$ cat src/rtl/time_set_ctrl.sv
// Time-setting front end: synchronizes and debounces five push buttons, then
// runs a small editor FSM over hour/minute/second with confirm-load and idle timeout.
module time_set_ctrl #(
  parameter int unsigned DEBOUNCE_CYCLES = 20000,
  parameter int unsigned TIMEOUT_CYCLES  = 50000000
) (
  input  logic       clk,
  input  logic       rst_n,
  input  logic       up,
  input  logic       down,
  input  logic       left,
  input  logic       right,
  input  logic       middle,
  input  logic [4:0] cur_hour,
  input  logic [5:0] cur_minute,
  input  logic [5:0] cur_second,
  output logic [1:0] mode,
  output logic [4:0] set_hour,
  output logic [5:0] set_minute,
  output logic [5:0] set_second,
  output logic       load
);

  localparam int unsigned DW = $clog2(DEBOUNCE_CYCLES + 1);
  localparam int unsigned TW = $clog2(TIMEOUT_CYCLES + 1);

  localparam int unsigned B_LEFT  = 0;
  localparam int unsigned B_RIGHT = 1;
  localparam int unsigned B_DOWN  = 2;
  localparam int unsigned B_UP    = 3;
  localparam int unsigned B_MID   = 4;

  typedef enum logic [1:0] {
    NORMAL    = 2'd0,
    EDIT_HOUR = 2'd1,
    EDIT_MIN  = 2'd2,
    EDIT_SEC  = 2'd3
  } state_t;

  logic [4:0]    raw;
  logic [4:0]    sync1, sync2;
  logic [4:0]    deb, deb_d;
  logic [DW-1:0] cnt [5];
  logic [4:0]    press;
  logic [4:0]    evt;

  state_t        state, state_next;
  logic [4:0]    hour_next;
  logic [5:0]    minute_next, second_next;
  logic [TW-1:0] idle, idle_next;
  logic          load_next;

  assign raw = {middle, up, down, right, left};

  always_ff @(posedge clk or negedge rst_n) begin
    if (!rst_n) begin
      sync1 <= '0;
      sync2 <= '0;
    end else begin
      sync1 <= raw;
      sync2 <= sync1;
    end
  end

  // Any cycle where the synchronized level agrees with the debounced one restarts the count.
  always_ff @(posedge clk or negedge rst_n) begin
    if (!rst_n) begin
      deb   <= '0;
      deb_d <= '0;
      for (int unsigned i = 0; i < 5; i++) cnt[i] <= '0;
    end else begin
      deb_d <= deb;
      for (int unsigned i = 0; i < 5; i++) begin
        if (sync2[i] != deb[i]) begin
          if (cnt[i] == DW'(DEBOUNCE_CYCLES - 1)) begin
            deb[i] <= sync2[i];
            cnt[i] <= '0;
          end else begin
            cnt[i] <= cnt[i] + DW'(1);
          end
        end else begin
          cnt[i] <= '0;
        end
      end
    end
  end

  assign press = deb & ~deb_d;

  always_comb begin
    evt = '0;
    if      (press[B_MID])   evt[B_MID]   = 1'b1;
    else if (press[B_UP])    evt[B_UP]    = 1'b1;
    else if (press[B_DOWN])  evt[B_DOWN]  = 1'b1;
    else if (press[B_RIGHT]) evt[B_RIGHT] = 1'b1;
    else if (press[B_LEFT])  evt[B_LEFT]  = 1'b1;
  end

  always_ff @(posedge clk or negedge rst_n) begin
    if (!rst_n) begin
      state      <= NORMAL;
      set_hour   <= '0;
      set_minute <= '0;
      set_second <= '0;
      idle       <= '0;
      load       <= 1'b0;
    end else begin
      state      <= state_next;
      set_hour   <= hour_next;
      set_minute <= minute_next;
      set_second <= second_next;
      idle       <= idle_next;
      load       <= load_next;
    end
  end

  always_comb begin
    state_next  = state;
    hour_next   = set_hour;
    minute_next = set_minute;
    second_next = set_second;
    idle_next   = idle;
    load_next   = 1'b0;
    case (state)
      NORMAL: begin
        idle_next = '0;
        if (evt[B_MID]) begin
          hour_next   = cur_hour;
          minute_next = cur_minute;
          second_next = cur_second;
          state_next  = EDIT_HOUR;
        end
      end
      default: begin
        if (|evt) begin
          idle_next = '0;
          if (evt[B_MID]) begin
            load_next  = 1'b1;
            state_next = NORMAL;
          end else if (evt[B_RIGHT]) begin
            case (state)
              EDIT_HOUR: state_next = EDIT_MIN;
              EDIT_MIN:  state_next = EDIT_SEC;
              default:   state_next = EDIT_HOUR;
            endcase
          end else if (evt[B_LEFT]) begin
            case (state)
              EDIT_HOUR: state_next = EDIT_SEC;
              EDIT_SEC:  state_next = EDIT_MIN;
              default:   state_next = EDIT_HOUR;
            endcase
          end else if (evt[B_UP]) begin
            case (state)
              EDIT_HOUR: hour_next   = (set_hour   == 5'd23) ? 5'd0 : set_hour   + 5'd1;
              EDIT_MIN:  minute_next = (set_minute == 6'd59) ? 6'd0 : set_minute + 6'd1;
              default:   second_next = (set_second == 6'd59) ? 6'd0 : set_second + 6'd1;
            endcase
          end else begin
            case (state)
              EDIT_HOUR: hour_next   = (set_hour   == 5'd0) ? 5'd23 : set_hour   - 5'd1;
              EDIT_MIN:  minute_next = (set_minute == 6'd0) ? 6'd59 : set_minute - 6'd1;
              default:   second_next = (set_second == 6'd0) ? 6'd59 : set_second - 6'd1;
            endcase
          end
        end else if (idle == TW'(TIMEOUT_CYCLES - 1)) begin
          idle_next  = '0;
          state_next = NORMAL;
        end else begin
          idle_next = idle + TW'(1);
        end
      end
    endcase
  end

  assign mode = state;

endmodule
$ cat config.mk
export PLATFORM = sky130hd
export DESIGN_NAME = time_set_ctrl
export DESIGN_NICKNAME = d
export VERILOG_FILES = /design/src/rtl/time_set_ctrl.sv
export SDC_FILE = /design/constraint.sdc
export NUM_CORES = 1
export LEC_CHECK = 0
export CORE_MARGIN = 8
export CORE_UTILIZATION = 38
export DETAILED_ROUTE_END_ITERATION = 8
export SLEW_MARGIN = 20
export SYNTH_ARGS = -nofsm -noshare
export SYNTH_HDL_FRONTEND = slang
export SYNTH_SLANG_ARGS = --single-unit
$ cat constraint.sdc
create_clock -name clk -period 2.55 [get_ports clk]
set_input_delay 0.51 -clock clk [delete_from_list [all_inputs] [get_ports clk]]
set_output_delay 0.51 -clock clk [all_outputs]
set_load 0.01 [all_outputs]
==> results.yml <==
critical_path:
  path_buf_inv: 0
  startpoint: "deb_d[3]"
  required_ns: 2.85
  slowest_delay_ns: 0.49
  reg2reg_slack_ns: 0.41
  endpoint_kind: "register"
  r2r-end: "set_second[5]"
  crit-reg2reg-launch: "deb_d[3]"
  slowest_stage: "and2b_1"
  r2r_cells: 5
  path_delay_family: "simple AND/OR/NAND/NOR gates"
  crit_fanout: 17
  worstPathCellList: "and2b_1 > nand2_1 > and2_1 > o32ai_1 > a21oi_1"
  path_class: "register to register"
  start_kind: "register"
  cp.depth: 5
  crit_path_end: "set_second[5]"
  critPathArrivalTime_ns: 2.43
clock_tree:
  numClockSinks: 141
  cts_tree: "done"
  htree_levels: 4
  cts_hold_buf: 0
  clock-root-buffer: "clkbuf_16"
  clock_latency_ns: 0.42
  cts_made_buffers: 17
  clockBufferDepth: 2
  path_clk_slew_ns: 0.06
  post-cts-setup-buffers: 0
  cts_resized: 0
cells_and_area:
  fill_cells: 1868
  multi_input_area_sq_um: 3617
  stdcell_count: 1092
  area_growth_pct: 17.79
  final_layout_size_suffix_gt1_frac: 0.07618
  finalNetCount: 860
  antenna_cells: 0
  regArea_sq_um: 3528
global_route:
  grt-ovfl-total: 0
  grt_start_max_net_pins: 52
  antenna_found_initial: 2
  grt_pass1_vias: 5306
  grt_pass1_wl_mm: 26.04
  track_usage: 0.1331
sta:
  finClkSkew_ns: 0.01058
  rsz0062_at_grt: "false"
  slew_violations: 0
  fin_setup_tns_ns: 0
  finalHoldViolCount: 0
  fmax_mhz: 468.0
  setup-violations-final: 0
  maxSlewHeadroom: 0.5272
  period_needed_ns: 2.137
  worst_slew_pin_slew_ns: 0.7027
  fin_crit_sh: 0.8380
route:
  vias: 5397
  drt-initial-drc-count: 288
  wl_per_cell_um: 13.95
  firstDrtPassIters: 4
  ant_nets: 0
  vias_per_cell: 4.942
  wl_mm: 15.24
  drc: 0
synthesis:
  yosysWarnings: 0
  yosys.area.top_type: "dfrtp_1"
  synthCells: 765
  synthTopCellsByArea: "dfrtp_1, xor2_1, nor2_1"
  ys_seq_area_frac: 0.4783
  synth_common_cells: "dfrtp_1, nor2_1, xor2_1, nand2_1, nand3_1"
  avgSynthCellArea_sq_um: 9.643
  mappedNetlistArea_sq_um: 7377
  ys_ff_latch: 141
  synth_edf_count: 0
  synth.distinct_cells: 66
  ys.flop_type: "dfrtp_1"
  synth_most_common_cell: "dfrtp_1"
  synth-async-reset-ratio: 1.000
  syn_nets: 811
  synth.top_cell.area_share: 0.4783
pwr:
  swShare: 0.2232
  p_leak_nw: 3.733
  intPower_mw: 3.763
  irDropWorstVdd_mv: 0.5576
  p_clk_frac: 0.495
  p_seq_frac: 0.472
  pwr-share-comb: 0.033
  switching_power_mw: 1.081
  p_per_area_nw_per_um2: 557.5
placed_design:
  routabilityCongestion: 0.7909
  hpwl_mm: 10.56
  io_buffers: 43
  placed_cells: 1060
status:
  status: "complete, no violations"
floorplan:
  ios: 44
  die_y_um: 155.3
  die-area_sq_um: 24130
  fp.dieW_um: 155.3
  start_util: 0.3828
  rows: 51
  coreArea_sq_um: 19270
flow_run:
  cap_violations: 0
hold_path:
  hp-class: "primary input to asynchronous set/reset pin"
-- logic make-up (layout without fill, tap and decap cells) --
| logic type | after synthesis | count (layout) | synth area share |
|---|---|---|---|
| fa+ha+maj | 22 | 22 | 0.03731 |
| compound gates | 86 | 86 | 0.08260 |
| simple gates | 358 | 358 | 0.2393 |
| mux | 12 | 12 | 0.01713 |
| xor+xnor | 96 | 96 | 0.1140 |
| buf+inv | 50 | 112 | 0.03138 |
| flops | 141 | 141 | 0.4783 |
-- state kept, by name, indices dropped and copies added (netlist names) --
signal and count:
set_minute 6, set_second 6, mode 2, deb 5, sync2 5, idle 26, sync1 5, cnt 75
deb_d 5, set_hour 5, load 1
-- final cells by class --
cell class	instances	area share
Clock inverter	15	0.01728
Sequential cell	141	0.4060
Timing Repair Buffer	56	0.06235
Clock buffer	17	0.04896
Inverter	24	0.01094
Multi-Input combinational cell	574	0.4163
Tap cell	265	0.03816
-- power groups by stage --
stage	clock network [mW]	registers, mW	logic, mW
after floorplan	0	2.32	0.0604
after global placement	0	2.33	0.163
after detailed placement	0	2.33	0.163
after CTS	2.47	2.29	0.165
after global routing	2.58	2.29	0.182
final	2.40	2.29	0.158
-- routing by layer --
metal,vias to the layer above,GRT usage,wire [um]
li1,2754,-,-
met1,2527,0.1802,7548
met2,89,0.1958,6708
met3,25,0.03689,677
met4,2,0.05638,288
met5,-,0,13
-- cells in the final DEF (no fill, tap or decap), types with 7 or more instances in the layout --
cell,n
and2_1,7
mux2i_1,7
xnor2_1,36
inv_1,23
ha_1,22
clkbuf_16,17
nor3_1,22
nand2_1,53
clkdlybuf4s50_1,42
dfrtp_1,141
xor2_1,60
nand2b_1,13
nor2_1,127
nand4_1,32
buf_4,12
nand3_1,48
a21oi_1,22
o21ai_0,19
and3_1,20
-- worst min path at each step --
stage	depth (start not counted)	slack, ns	to	start
2_1_floorplan	0	0.21	cnt[0]	rst_n
3_3_place_gp	0	0.34	sync2[4]	sync1[4]
3_5_place_dp	0	0.34	sync2[0]	sync1[0]
4_1_cts	1	0.03	cnt[44]	rst_n
5_1_grt	1	0.05	cnt[41]	rst_n
6_report	1	0.03	cnt[42]	rst_n
-- metrics by stage --
stage / setup slack [ns] / power (mW) / area (sq um) / util / hold slack (ns)
final: 0.4132 / 4.844 / 8690 / 0.4509 / 0.03010
after global routing: 0.2119 / 5.048 / 8690 / 0.4509 / 0.05116
after CTS: 0.3878 / 4.921 / 8690 / 0.4509 / 0.03156
after global placement: 0.4502 / 2.490 / 8114 / 0.4210 / 0.3362
after detailed placement: 0.4376 / 2.492 / 8114 / 0.4210 / 0.3363
after floorplan: 0.4235 / 2.384 / 7377 / - / 0.2144
Note: power is estimated with default switching activity, not from simulation.
